**src/rtl/lsu_pkg.sv**
```systemverilog
// Load/store unit shared types.
// Size codes, FSM states and the alignment rule.
package lsu_pkg;

    typedef enum logic [1:0] {
        SZ_BYTE    = 2'd0,
        SZ_HALF    = 2'd1,
        SZ_WORD    = 2'd2,
        SZ_ILLEGAL = 2'd3
    } size_e;

    typedef enum logic [1:0] {
        IDLE  = 2'd0,
        WRITE = 2'd1,
        READ  = 2'd2,
        RESP  = 2'd3
    } state_e;

    function automatic logic is_misaligned(
        input size_e      size,
        input logic [1:0] off
    );
        case (size)
            SZ_BYTE: is_misaligned = 1'b0;
            SZ_HALF: is_misaligned = off[0];
            SZ_WORD: is_misaligned = |off;
            default: is_misaligned = 1'b1;
        endcase
    endfunction

endpackage

```
**src/rtl/lsu_align.sv**
```systemverilog
// Lane logic for the load/store unit.
// Store strobes/replication and load extract/extend.
module lsu_align
    import lsu_pkg::*;
(
    input  size_e       st_size,
    input  logic [1:0]  st_off,
    input  logic [31:0] st_data,
    output logic        st_misalign,
    output logic [3:0]  st_wstrb,
    output logic [31:0] st_wdata,
    input  size_e       ld_size,
    input  logic        ld_signed,
    input  logic [1:0]  ld_off,
    input  logic [31:0] ld_data,
    output logic [31:0] ld_result
);

    logic [31:0] shifted;

    assign st_misalign = is_misaligned(st_size, st_off);
    assign shifted     = ld_data >> {ld_off, 3'b000};

    // Store: strobe the addressed lanes, replicate data across the word
    always_comb begin
        st_wstrb = 4'b0000;
        st_wdata = 32'h0;
        case (st_size)
            SZ_BYTE: begin
                st_wstrb = 4'b0001 << st_off;
                st_wdata = {4{st_data[7:0]}};
            end
            SZ_HALF: begin
                st_wstrb = 4'b0011 << st_off;
                st_wdata = {2{st_data[15:0]}};
            end
            SZ_WORD: begin
                st_wstrb = 4'b1111;
                st_wdata = st_data;
            end
            default: begin
                st_wstrb = 4'b0000;
                st_wdata = 32'h0;
            end
        endcase
    end

    // Load: pick the addressed lane and sign- or zero-extend it
    always_comb begin
        ld_result = 32'h0;
        case (ld_size)
            SZ_BYTE: ld_result = {{24{ld_signed & shifted[7]}},
                                  shifted[7:0]};
            SZ_HALF: ld_result = {{16{ld_signed & shifted[15]}},
                                  shifted[15:0]};
            SZ_WORD: ld_result = shifted;
            default: ld_result = 32'h0;
        endcase
    end

endmodule

```
**src/rtl/load_store_unit.sv**
```systemverilog
// CPU-side load/store initiator for the cache CPU port.
// Byte-addressed requests in, word-addressed cache accesses out.
module load_store_unit
    import lsu_pkg::*;
#(
    parameter int BITS         = 32,
    parameter int ADDRESS_BITS = 28
) (
    input  logic                    CLK,
    input  logic                    RST,
    input  logic                    req_valid,
    output logic                    req_ready,
    input  logic                    req_write,
    input  logic [1:0]              req_size,
    input  logic                    req_signed,
    input  logic [ADDRESS_BITS+1:0] req_addr,
    input  logic [BITS-1:0]         req_wdata,
    output logic                    resp_valid,
    output logic [BITS-1:0]         resp_rdata,
    output logic                    resp_misalign,
    output logic [ADDRESS_BITS-1:0] mem_addr,
    output logic [BITS-1:0]         mem_wdata,
    output logic [3:0]              mem_wstrb,
    output logic                    mem_wr_valid,
    input  logic                    mem_wr_ready,
    output logic                    mem_rd_ready,
    input  logic                    mem_rd_valid,
    input  logic [BITS-1:0]         mem_rdata
);

    if (BITS != 32) begin : g_bits_check
        $error("load_store_unit: only BITS=32 is supported");
    end

    state_e      state;
    size_e       lat_size;
    logic        lat_signed;
    logic [1:0]  lat_off;
    logic        st_misalign;
    logic [3:0]  st_wstrb;
    logic [31:0] st_wdata;
    logic [31:0] ld_result;

    lsu_align u_align (
        .st_size     (size_e'(req_size)),
        .st_off      (req_addr[1:0]),
        .st_data     (req_wdata),
        .st_misalign (st_misalign),
        .st_wstrb    (st_wstrb),
        .st_wdata    (st_wdata),
        .ld_size     (lat_size),
        .ld_signed   (lat_signed),
        .ld_off      (lat_off),
        .ld_data     (mem_rdata),
        .ld_result   (ld_result)
    );

    // Ready only while idle and out of reset
    assign req_ready = (state == IDLE) && !RST;

    // Request FSM; every response and cache-side output is registered
    always_ff @(posedge CLK or posedge RST) begin
        if (RST) begin
            state         <= IDLE;
            lat_size      <= SZ_BYTE;
            lat_signed    <= 1'b0;
            lat_off       <= 2'b00;
            resp_valid    <= 1'b0;
            resp_rdata    <= '0;
            resp_misalign <= 1'b0;
            mem_addr      <= '0;
            mem_wdata     <= '0;
            mem_wstrb     <= 4'b0000;
            mem_wr_valid  <= 1'b0;
            mem_rd_ready  <= 1'b0;
        end else begin
            unique case (state)
                IDLE: begin
                    if (req_valid) begin
                        lat_size   <= size_e'(req_size);
                        lat_signed <= req_signed;
                        lat_off    <= req_addr[1:0];
                        if (st_misalign) begin
                            resp_valid    <= 1'b1;
                            resp_misalign <= 1'b1;
                            resp_rdata    <= '0;
                            state         <= RESP;
                        end else if (req_write) begin
                            mem_addr     <= req_addr[ADDRESS_BITS+1:2];
                            mem_wdata    <= st_wdata;
                            mem_wstrb    <= st_wstrb;
                            mem_wr_valid <= 1'b1;
                            state        <= WRITE;
                        end else begin
                            mem_addr     <= req_addr[ADDRESS_BITS+1:2];
                            mem_rd_ready <= 1'b1;
                            state        <= READ;
                        end
                    end
                end
                WRITE: begin
                    if (mem_wr_ready) begin
                        mem_wr_valid <= 1'b0;
                        resp_valid   <= 1'b1;
                        resp_rdata   <= '0;
                        state        <= RESP;
                    end
                end
                READ: begin
                    if (mem_rd_valid) begin
                        mem_rd_ready <= 1'b0;
                        resp_valid   <= 1'b1;
                        resp_rdata   <= ld_result;
                        state        <= RESP;
                    end
                end
                RESP: begin
                    resp_valid    <= 1'b0;
                    resp_misalign <= 1'b0;
                    resp_rdata    <= '0;
                    state         <= IDLE;
                end
            endcase
        end
    end

endmodule

```
**config.mk**
```make
export PLATFORM = sky130hd
export DESIGN_NAME = load_store_unit
export DESIGN_NICKNAME = d
export VERILOG_FILES = /design/src/rtl/lsu_pkg.sv /design/src/rtl/lsu_align.sv /design/src/rtl/load_store_unit.sv
export SDC_FILE = /design/constraint.sdc
export NUM_CORES = 1
export LEC_CHECK = 0
export ABC_AREA = 1
export CAP_MARGIN = 30
export CORE_UTILIZATION = 46
export CTS_BUF_LIST = sky130_fd_sc_hd__clkbuf_4
export CTS_CLUSTER_DIAMETER = 50
export DETAILED_ROUTE_END_ITERATION = 10
export GPL_ROUTABILITY_DRIVEN = 0
export PLACE_DENSITY = 0.89
export SLEW_MARGIN = 20
export SYNTH_ARGS = -nofsm -noshare
export SYNTH_HDL_FRONTEND = slang
export SYNTH_SLANG_ARGS = --single-unit
export TNS_END_PERCENT = 30
```
**constraint.sdc**
```tcl
create_clock -name CLK -period 4.2 [get_ports CLK]
set_clock_uncertainty 0.15 [all_clocks]
set_input_delay 1.05 -clock CLK [delete_from_list [all_inputs] [get_ports CLK]]
set_output_delay 1.05 -clock CLK [all_outputs]
set_load 0.03 [all_outputs]
```
==> flow_summary.yaml, run 1 <==
outcome:
  status: "finished, final reports clean"
global_route:
  grt-ovfl-total: 0
  grt_pass1_vias: 5128
  antenna_found_initial: 0
  gr-usage-all-layers: 0.263
  grt_max_degree: 62
  grt_first_pass_wirelength_mm: 24.5
cts:
  htree_levels: 3
  cts_buffer_depth: 2
  path_clk_slew_ps: 160
  cts_buffers: 9
  clock_latency_ps: 460
  post_cts_buffers: 0
  root_buffer: "clkbuf_4"
  cts_resized: 0
  clkSinkCount: 107
  cts_tree: "built"
  cts_hold_buf: 0
setup_path:
  worstPathRequired_ps: 3000
  cp_max_fo: 11
  reg2reg_to: "resp_rdata[20]"
  crit_type: "register to output port"
  crit_path_end_kind: "output port"
  crit_arrival_ps: 2350
  r2r_slack_ps: 1430
  critPathLaunchType: "register"
  reg2reg_depth: 6
  r2r_start: "lat_off[1]"
floorplan:
  die_x_um: 110
  io-pin-count: 204
  row_count: 39
  coreArea_um2: 11400
  die_area_um2: 12200
  die_h_um: 110
  initial_core_util: 0.472
route:
  drt_iter0_markers: 358
  detailedRoute.firstPassIterationCount: 5
  ant_nets: 0
  wl_per_cell_um: 14.7
  via_per_inst: 5.20
  drt_wl_total_mm: 15.5
  drc: 0
  vias: 5474
final_layout:
  final_nets: 1011
  area_growth_pct: 41.5
  utilization: 0.668
  layout_common_cells: "326 x nand2_1, 203 x clkdlybuf4s50_1, 107 x dfrtp_1, 73 x o21ai_0, 41 x nor2_1"
  drive_above_1_share: 0.0407
  diodes: 0
  final_common_cell: "nand2_1"
pwr:
  ir_drop_uv: 434
  finalPower_mw: 5.59
  power_density_nw_per_um2: 732
  leakagePower_nw: 3.76
sta:
  worst_pin_slew_ps: 876
  rsz0062_at_grt: "no"
  slew_viol_final: 0
  hold_viol: 0
  setup_viol: 0
  maxSlewHeadroom: 0.414
  timing.fmax_mhz: 281
  final.period_utilization: 0.846
  period_minus_slack_ps: 3550
  whs_ps: 344
  finalSetupTns_ps: 0
synth:
  synth.yosys.seq_area_share: 0.497
  avgSynthCellArea_um2: 7.48
  synth_warnings: 0
  ys.flop_type: "dfrtp_1"
  synth_nets: 828
  synth-edff-count: 0
  ys_ff_latch: 107
  syn_area_um2: 5390
  synth_cells: 721
  postSynth.asyncResetShare: 1.00
  yosysUniqueCellTypes: 29
worst_hold_path:
  hold_class: "register to register"
  hold_depth: 2
  min-delay-start: "mem_wr_valid"
  min_to: "mem_wr_valid"
place:
  hpwl_mm: 11.1
  io_buffers: 203
run:
  drv_cap: 0
metal layers:
metal,routed length (um),vias to the layer above,track usage
met4,329,0,0.0818
met3,1500,31,0.0776
met2,7210,258,0.420
li1,-,2656,-
met5,0,-,0
met1,6440,2529,0.344
kinds of logic (layout without fill, tap and decap cells):
logic type | after synthesis | count (layout) | synth area share
compound gates | 114 | 114 | 0.118
fa+ha+maj | 4 | 4 | 0.00928
buf+inv | 82 | 270 | 0.0699
flops | 107 | 107 | 0.497
simple gates | 414 | 414 | 0.306
per-stage QoR:
stage	cell area [um2]	cells	setup slack, ps
2_1_floorplan	5390	721	183
3_3_place_gp	7460	1035	689
3_5_place_dp	7460	1035	697
4_1_cts	7620	1051	621
5_1_grt	7630	1052	503
6_report	7630	1052	647
critical path, stage by stage (launching register included):
cell and delay [ps]:
dfrtp_1 430, inv_1 110, ha_1 360, inv_1 200, nor2_1 120, clkdlybuf4s50_1 670
power by group:
part,switching [mW],internal [mW]
logic,1.99,1.24
clock network,0.352,0.242
registers,0.282,1.48
worst max path at each step:
stage	startpoint	end	slack, ps	depth (start not counted)
5_1_grt	state[0]	req_ready	500	5
4_1_cts	state[0]	req_ready	620	5
3_3_place_gp	RST	req_ready	690	3
2_1_floorplan	RST	lat_off[0]	180	1
6_report	state[0]	req_ready	650	5
3_5_place_dp	RST	req_ready	700	3
cells in the mapped netlist (2+ instances only):
cell type | number | area [um2]
buf_4 | 3 | 22.5
a22o_1 | 4 | 35.0
dfrtp_1 | 107 | 2680
nand2_1 | 326 | 1220
clkbuf_1 | 14 | 52.6
buf_6 | 4 | 45.0
inv_1 | 39 | 146
nand3_2 | 2 | 20.0
a31oi_1 | 2 | 12.5
a21oi_1 | 8 | 40.0
nand3_1 | 34 | 170
a21boi_0 | 6 | 45.0
nand2_2 | 3 | 18.8
o21ai_0 | 73 | 365
o211ai_1 | 7 | 52.6
buf_2 | 20 | 100
o31ai_1 | 7 | 52.6
nor3_1 | 2 | 10.0
o21ai_1 | 7 | 35.0
nor2_1 | 41 | 154
ha_1 | 4 | 50.1
state kept, by name (all words and copies together), names as in the netlist:
register,count
mem_wstrb,4
lat_signed,1
mem_wdata,32
resp_rdata,32
lat_size,2
resp_valid,1
mem_rd_ready,1
state,2
resp_misalign,1
mem_wr_valid,1
lat_off,2
mem_addr,28
area by class of cell:
class | count | area (um2)
clock inverter | 7 | 91.3
tap | 143 | 179
multi-input combinational | 532 | 2340
fill | 961 | 3790
clock buffer | 9 | 67.6
sequential | 107 | 2680
timing repair buffer | 213 | 2120
inverter | 41 | 159
Power figures use the tool's default switching activity.
==> run 2: changes to the inputs <==
Settings changed: CORE_UTILIZATION 46 to 41, PLACE_DENSITY 0.89 to 0.84.
Clock period 4.2 ns to 2.9 ns, I/O delays scaled along.
==> flow_summary.yaml, run 2 (synthesis results as in run 1) <==
place:
  io_buffers: 203
  dp.cells: 1073
  hpwl_mm: 11.7
sta:
  rsz0062_at_grt: "no"
  timing.fmax_mhz: 379
  finalSetupTns_ps: 0
  hold_viol: 0
  worst_pin_slew_ps: 526
  final.period_utilization: 0.911
  setup_viol: 0
  period_minus_slack_ps: 2640
  maxSlewHeadroom: 0.649
  slew_viol_final: 0
pwr:
  finalPower_mw: 8.21
  ir_drop_uv: 614
  power_density_nw_per_um2: 1050
  leakagePower_nw: 3.80
route:
  ant_nets: 0
  wl_per_cell_um: 14.7
  drt_wl_total_mm: 16.1
  detailedRoute.firstPassIterationCount: 5
  vias: 5463
  drc: 0
  drt_iter0_markers: 502
  via_per_inst: 5.01
cts:
  cts_hold_buf: 0
  root_buffer: "clkbuf_4"
  clock_latency_ps: 480
  clkSinkCount: 107
  htree_levels: 3
  cts_buffer_depth: 2
  path_clk_slew_ps: 150
  cts_buffers: 9
  cts_tree: "built"
global_route:
  gr-usage-all-layers: 0.244
  grt-ovfl-total: 0
  grt_max_degree: 39
  grt_first_pass_wirelength_mm: 25.3
  antenna_found_initial: 1
  grt_pass1_vias: 5166
final_layout:
  area_growth_pct: 44.3
  fillers: 1173
  layout_common_cells: "326 x nand2_1, 202 x clkdlybuf4s50_1, 107 x dfrtp_1, 73 x o21ai_0, 41 x nor2_1"
  top_regs: "mem_wdata (32), resp_rdata (32), mem_addr (28)"
  utilization: 0.612
  final_common_cell: "nand2_1"
  drive_above_1_share: 0.0502
  final-instance-count-excl-fill: 1090
  final_nets: 1019
setup_path:
  reg2reg_to: "mem_wdata[15]"
  cp_max_fo: 11
  r2r_slack_ps: 860
  crit_type: "register to output port"
  reg2reg_depth: 8
  critPathLaunchType: "register"
  r2r_start: "state[0]"
  crit_arrival_ps: 1770
  worstPathRequired_ps: 2030
  crit_path_end_kind: "output port"
run:
  drv_cap: 0
outcome:
  status: "finished, final reports clean"
floorplan:
  io-pin-count: 204
  row_count: 41
  die_area_um2: 13600
  die_h_um: 117
  die_x_um: 117
  coreArea_um2: 12700
  initial_core_util: 0.424
worst_hold_path:
  hold_class: "register to register"
  min_to: "resp_rdata[7]"
  min-delay-start: "resp_rdata[7]"
  hold_depth: 2
## run 2: cell types whose count changed in the layout (fill, tap and decap cells not counted)
cell / change
buf_4: +5
clkinv_2: -2
clkinv_4: -1
diode_2: +1
clkinvlp_4: +3
ha_2: +1
clkdlybuf4s50_1: -1
ha_1: -1
buf_12: +4
clkinv_1: +1
inv_4: -1
## run 2: worst max path at each step
| stage | slack (ps) | startpoint | endpoint | cells after the start |
|---|---|---|---|---|
| finish | 260 | state[0] | req_ready | 5 |
| global route | 120 | state[0] | req_ready | 5 |
| CTS | 90 | state[0] | req_ready | 5 |
| detailed placement | 80 | req_size[1] | mem_wdata[8] | 7 |
| global placement | 170 | req_size[1] | mem_wdata[12] | 7 |
| floorplan | 740 | RST | lat_off[0] | 1 |
## run 2: metrics by stage
step | cell area [um2] | setup slack (ps) | hold WS (ps)
2_1_floorplan | 5400 | 737 | 326
3_3_place_gp | 7620 | 167 | 312
3_5_place_dp | 7620 | 80.9 | 318
4_1_cts | 7780 | 92.2 | 354
5_1_grt | 7780 | 116 | 379
6_report | 7780 | 258 | 349
## run 2: routing by layer
| layer | part of all wire | wire, um | vias to the layer above | GRT usage |
|---|---|---|---|---|
| met4 | 0.020 | 329 | 0 | 0.0886 |
| met5 | 0 | 0 | - | 0 |
| met3 | 0.098 | 1570 | 30 | 0.0763 |
| met1 | 0.42 | 6670 | 2515 | 0.308 |
| met2 | 0.47 | 7490 | 244 | 0.395 |
| li1 | - | - | 2674 | - |
## run 2: where the power goes
group / leakage, nW / total [mW] / switching [mW] / internal [mW]
sequential: 1.39 / 2.54 / 0.387 / 2.15
clock: 0.0776 / 0.854 / 0.507 / 0.347
combinational: 2.33 / 4.81 / 2.94 / 1.87
## run 2: cell type report
class / count / area [um2] / area share
clock inverter: 7 / 91.3 / 0.0117
clock buffer: 9 / 67.6 / 0.00868
inverter: 41 / 160 / 0.0206
timing repair buffer: 221 / 2230 / 0.286
multi-input combinational: 532 / 2340 / 0.301
sequential: 107 / 2680 / 0.344
tap: 172 / 215 / 0.0277
antenna: 1 / 2.50 / 0.000322
## run 2: what timing repair did
item,4_1_cts,5_1_grt
buffers inserted,0,0
setup endpoints to repair,0,1
gates resized for setup,0,1
## run 2: critical path: stages (launching register included)
cell and delay (ps):
dfrtp_1 430, inv_1 120, ha_2 320, inv_1 140
nor2_1 110, buf_4 170
==> run 3: changes to the inputs <==
Settings changed: GPL_TIMING_DRIVEN set to 0.
==> flow_summary.yaml, run 3 (synthesis results as in run 1) <==
final_layout:
  final_common_cell: "nand2_1"
  diodes: 0
  area_growth_pct: 44.7
  fillers: 1212
  final-instance-count-excl-fill: 1114
  layout_common_cells: "326 x nand2_1, 201 x clkdlybuf4s50_1, 107 x dfrtp_1, 73 x o21ai_0, 41 x nor2_1"
  top_regs: "mem_wdata (32), resp_rdata (32), mem_addr (28)"
  utilization: 0.613
  drive_above_1_share: 0.0605
  multiInputGateArea_um2: 2340
  final_nets: 1044
  final_area_um2: 7800
  seqCellArea_um2: 2680
route:
  drc: 0
  wl_per_cell_um: 14.6
  vias: 5661
  ant_nets: 0
  drt_iter0_markers: 382
  detailedRoute.firstPassIterationCount: 6
  drt_wl_total_mm: 16.2
  via_per_inst: 5.08
cts:
  clkSinkCount: 107
  path_clk_slew_ps: 160
  post_cts_buffers: 0
  cts_buffer_depth: 2
  htree_levels: 3
  clock_latency_ps: 450
  cts_hold_buf: 0
  cts_tree: "built"
  root_buffer: "clkbuf_4"
  cts_buffers: 9
outcome:
  status: "finished, final reports clean"
sta:
  hold_viol: 0
  setup_viol: 0
  timing.fmax_mhz: 373
  rsz0062_at_grt: "no"
  finalWorstSetupSlack_ps: 223
  final.period_utilization: 0.923
  maxSlewHeadroom: 0.636
  slew_viol_final: 0
  worst_pin_slew_ps: 544
  period_minus_slack_ps: 2680
pwr:
  power_density_nw_per_um2: 1030
  clockPowerShare: 0.086
  p_comb_frac: 0.599
  p_sw_mw: 3.83
  ir_drop_uv: 578
  intPower_mw: 4.22
  p_seq_frac: 0.315
  sw_frac_of_total: 0.476
  leakagePower_nw: 3.84
floorplan:
  die_h_um: 117
  die_x_um: 117
  die_area_um2: 13600
  initial_core_util: 0.424
  io-pin-count: 204
  row_count: 41
  coreArea_um2: 12700
setup_path:
  crit_arrival_ps: 1800
  crit_path_end_kind: "output port"
  crit_type: "register to output port"
  critPathLaunchType: "register"
  cp_max_fo: 10
  startpoint: "state[0]"
  r2r_start: "state[0]"
  reg2reg_to: "mem_wdata[11]"
  reg2reg_depth: 8
  endpoint: "req_ready"
  worstPathRequired_ps: 2030
  r2r_slack_ps: 720
global_route:
  gr-usage-all-layers: 0.246
  grt-ovfl-total: 0
  grt_max_degree: 35
  antenna_found_initial: 0
  grt_pass1_vias: 5389
  grt_first_pass_wirelength_mm: 26.1
worst_hold_path:
  hold_class: "register to register"
place:
  dpl_cell_area_um2: 7690
  pre_cts_ws_ps: 39.2
  hpwl_mm: 12.5
  io_buffers: 202
  dp.cells: 1098
run:
  drv_cap: 0
[run 3: cell types whose count changed in the layout (fill, tap and decap cells not counted), sizes merged]
cell           delta
bufinv            -2
buf              +11
clkbuf           +17
clkinv            +3
clkdlybuf4s50     -1
clkinvlp          -2
diode             -1
inv               -1
[run 3: power by group through the flow]
stage	sequential (mW)	clock, mW	combinational [mW]
after floorplan	3.75	0	1.67
after global placement	2.55	0	4.76
after detailed placement	2.55	0	4.83
after CTS	2.54	0.705	4.84
after global routing	2.61	0.765	5.23
final	2.54	0.689	4.82
[run 3: worst min-delay path by stage]
stage              startpoint              to  slack [ps]  cells after the start
2_1_floorplan     lat_size[1]     lat_size[1]         330                      2
3_3_place_gp     mem_wr_valid    mem_wr_valid         310                      2
3_5_place_dp   resp_rdata[14]  resp_rdata[14]         320                      2
4_1_cts        resp_rdata[14]  resp_rdata[14]         350                      2
5_1_grt        resp_rdata[25]  resp_rdata[25]         370                      2
6_report        resp_rdata[6]   resp_rdata[6]         350                      2
[run 3: per-layer routing]
metal / global-route usage / wire (um)
met1: 0.311 / 6770
met2: 0.406 / 7560
met3: 0.0706 / 1590
met4: 0.0852 / 311
met5: 0 / 0
[run 3: area by class of cell]
| cell class | count | area share |
|---|---|---|
| Buffer | 41 | 0.0282 |
| Clock buffer | 11 | 0.0106 |
| Clock inverter | 5 | 0.00385 |
| Inverter | 41 | 0.0205 |
| Multi-Input combinational cell | 532 | 0.300 |
| Sequential cell | 107 | 0.343 |
| Tap cell | 172 | 0.0276 |
| Timing Repair Buffer | 205 | 0.266 |
[run 3: timing repair]
item / 4_1_cts / 5_1_grt
setup endpoints to repair: 1 / 1
gates resized for setup: 2 / 1
pin swaps: 0 / 0
[run 3: metrics by stage]
step	TNS, ps	hold WS, ps	power, mW
after global placement	-36120	307	7.31
after CTS	0	353	8.08
after global routing	0	365	8.61
after floorplan	0	326	5.42
final	0	349	8.05
after detailed placement	0	316	7.39
[run 3: worst max-delay path: stages, from the launching register on]
cell and delay (ps):
dfrtp_1 430, inv_1 110, ha_1 170, buf_2 200
inv_1 130, nor2_1 110, clkbuf_2 210
==> RTL edit, RTL diff (config.mk and constraints of run 2) <==
The parameter `ADDRESS_BITS` goes from 28 to 42.
--- a/src/rtl/load_store_unit.sv
+++ b/src/rtl/load_store_unit.sv
@@ -4,7 +4,7 @@
     import lsu_pkg::*;
 #(
     parameter int BITS         = 32,
-    parameter int ADDRESS_BITS = 28
+    parameter int ADDRESS_BITS = 42
 ) (
     input  logic                    CLK,
     input  logic                    RST,
Ports: changed (resized mem_addr and req_addr); port bits go from 204 to 232. The function was not compared with the original's and may differ.
==> RTL edit against run 2 <==
  * First-iteration DRC count grew 4.0%
  * Final area grew 12%
  * Wire length grew 10%
  * Synthesized area grew 11%
  * Via count grew 11%
  * Sequential power grew 13%
  * Clock power grew 36%
  * Synthesized cell count grew 8.3%
  * Global-route usage grew 0.12 points
  * Critical path depth is the same
  * Critical path type unchanged
  * Sequential cell count grew 14
  * Total power grew 13%
  * Worst setup slack lost 0.0035 ns
==> RTL edit: results (changes against run 2) <==
pre_cts_ws_ns: 0.133  # was 0.0809 ns
fin_util: 0.621  # was 0.612
grt.total_usage: 0.245  # was 0.244
timing.final.crit_share: 0.912  # was 0.911
peakVddDrop_uv: 569  # was 614 uV
n_clock_buffer: 17  # was 9
crit_fanout: 6  # was 11
multiInputGateArea_um2: 2560  # was 2340 um^2
wl_met1_um: 7450  # was 6670 um
r2r_slack_ns: 0.80  # was 0.86 ns
route.met2.wl_um: 8040  # was 7490 um
layout-drive-gt1-share: 0.0589  # was 0.0502
dp_cells: 1169  # was 1073
h-tree-depth: 4  # was 3
r2r_cells: 9  # was 8
buffers: 250  # was 221
synth_commonest_cells: "355 x nand2_1, 121 x dfrtp_1, 66 x o21ai_0, 42 x nor2_1, 40 x inv_1"  # was 326 x nand2_1, 107 x dfrtp_1, 73 x o21ai_0, 41 x nor2_1, 39 x inv_1
vias_per_cell: 5.06  # was 5.01
num-multi-input-gates: 575  # was 532
grt_max_degree: 78  # was 39
yosysSeqAreaShare: 0.506  # was 0.497
grt_pass1_vias: 5784  # was 5166
dp_hpwl_um: 13100  # was 11700 um
cts_buffers: 17  # was 9
sh_seq_area: 0.347  # was 0.344
insertion_delay_ns: 0.52  # was 0.48 ns
synth_adder_area_share: 0.00837  # was 0.00928
leakage_nw: 4.33  # was 3.80 nW
p_int_mw: 5.02  # was 4.37 mW
drt-total-wl_um: 17700  # was 16100 um
outcome: "complete, no violations"  # unchanged
clkSlewWorstSetupHoldPaths_ns: 0.11  # was 0.15 ns
port-buffer-count: 231  # was 203
use_met2: 0.380  # was 0.395
tap_cells: 180  # was 172
cellPowerDensity_nw_per_um2: 1060  # was 1050 nW/um^2
drtIter0Drc: 522  # was 502
p_clk_mw: 1.16  # was 854 uW
ys_types: 35  # was 29
min-delay-start: "mem_wdata[22]$_DFFE_PP0P_"  # was resp_rdata[7]$_DFFE_PP0P_
rr_endpoint: "resp_rdata[23]$_DFFE_PP0P_"  # was mem_wdata[15]$_DFFE_PP0P_
synth_nets: 902  # was 828
seq_cells: 121  # was 107
syn-instance-count: 781  # was 721
signal_buffer_area_fraction: 0.284  # was 0.286
maxSlewHeadroom: 0.618  # was 0.649
yosys-top-cells-area: "dfrtp_1 51%, nand2_1 22%, o21ai_0 5.5%"  # was dfrtp_1 50%, nand2_1 23%, o21ai_0 6.8%
==> RTL edit: cell count changes in the layout (fill, tap and decap cells not counted), sizes merged, moves of 5 or more <==
cell | before | now
nand2 | 329 | 358
clkdlybuf4s50 | 202 | 230
dfrtp | 107 | 121
o21ai | 80 | 91
clkbuf | 9 | 17
clkinv | 2 | 7
==> RTL edit: how the worst min path moves through the flow <==
stage	to	slack (ns)	depth (start not counted)
final	mem_wdata[22]$_DFFE_PP0P_	0.34	2
after detailed placement	mem_wdata[22]$_DFFE_PP0P_	0.32	2
after CTS	mem_wdata[22]$_DFFE_PP0P_	0.34	2
after global routing	mem_wdata[24]$_DFFE_PP0P_	0.36	2
after floorplan	lat_size[1]$_DFFE_PP0P_	0.35	2
after global placement	resp_rdata[7]$_DFFE_PP0P_	0.31	2
==> RTL edit: worst min-delay path: stages, from the launching register on <==
cell     delay, ns
dfrtp_1       0.35
nand2_1       0.05
nand2_1       0.05
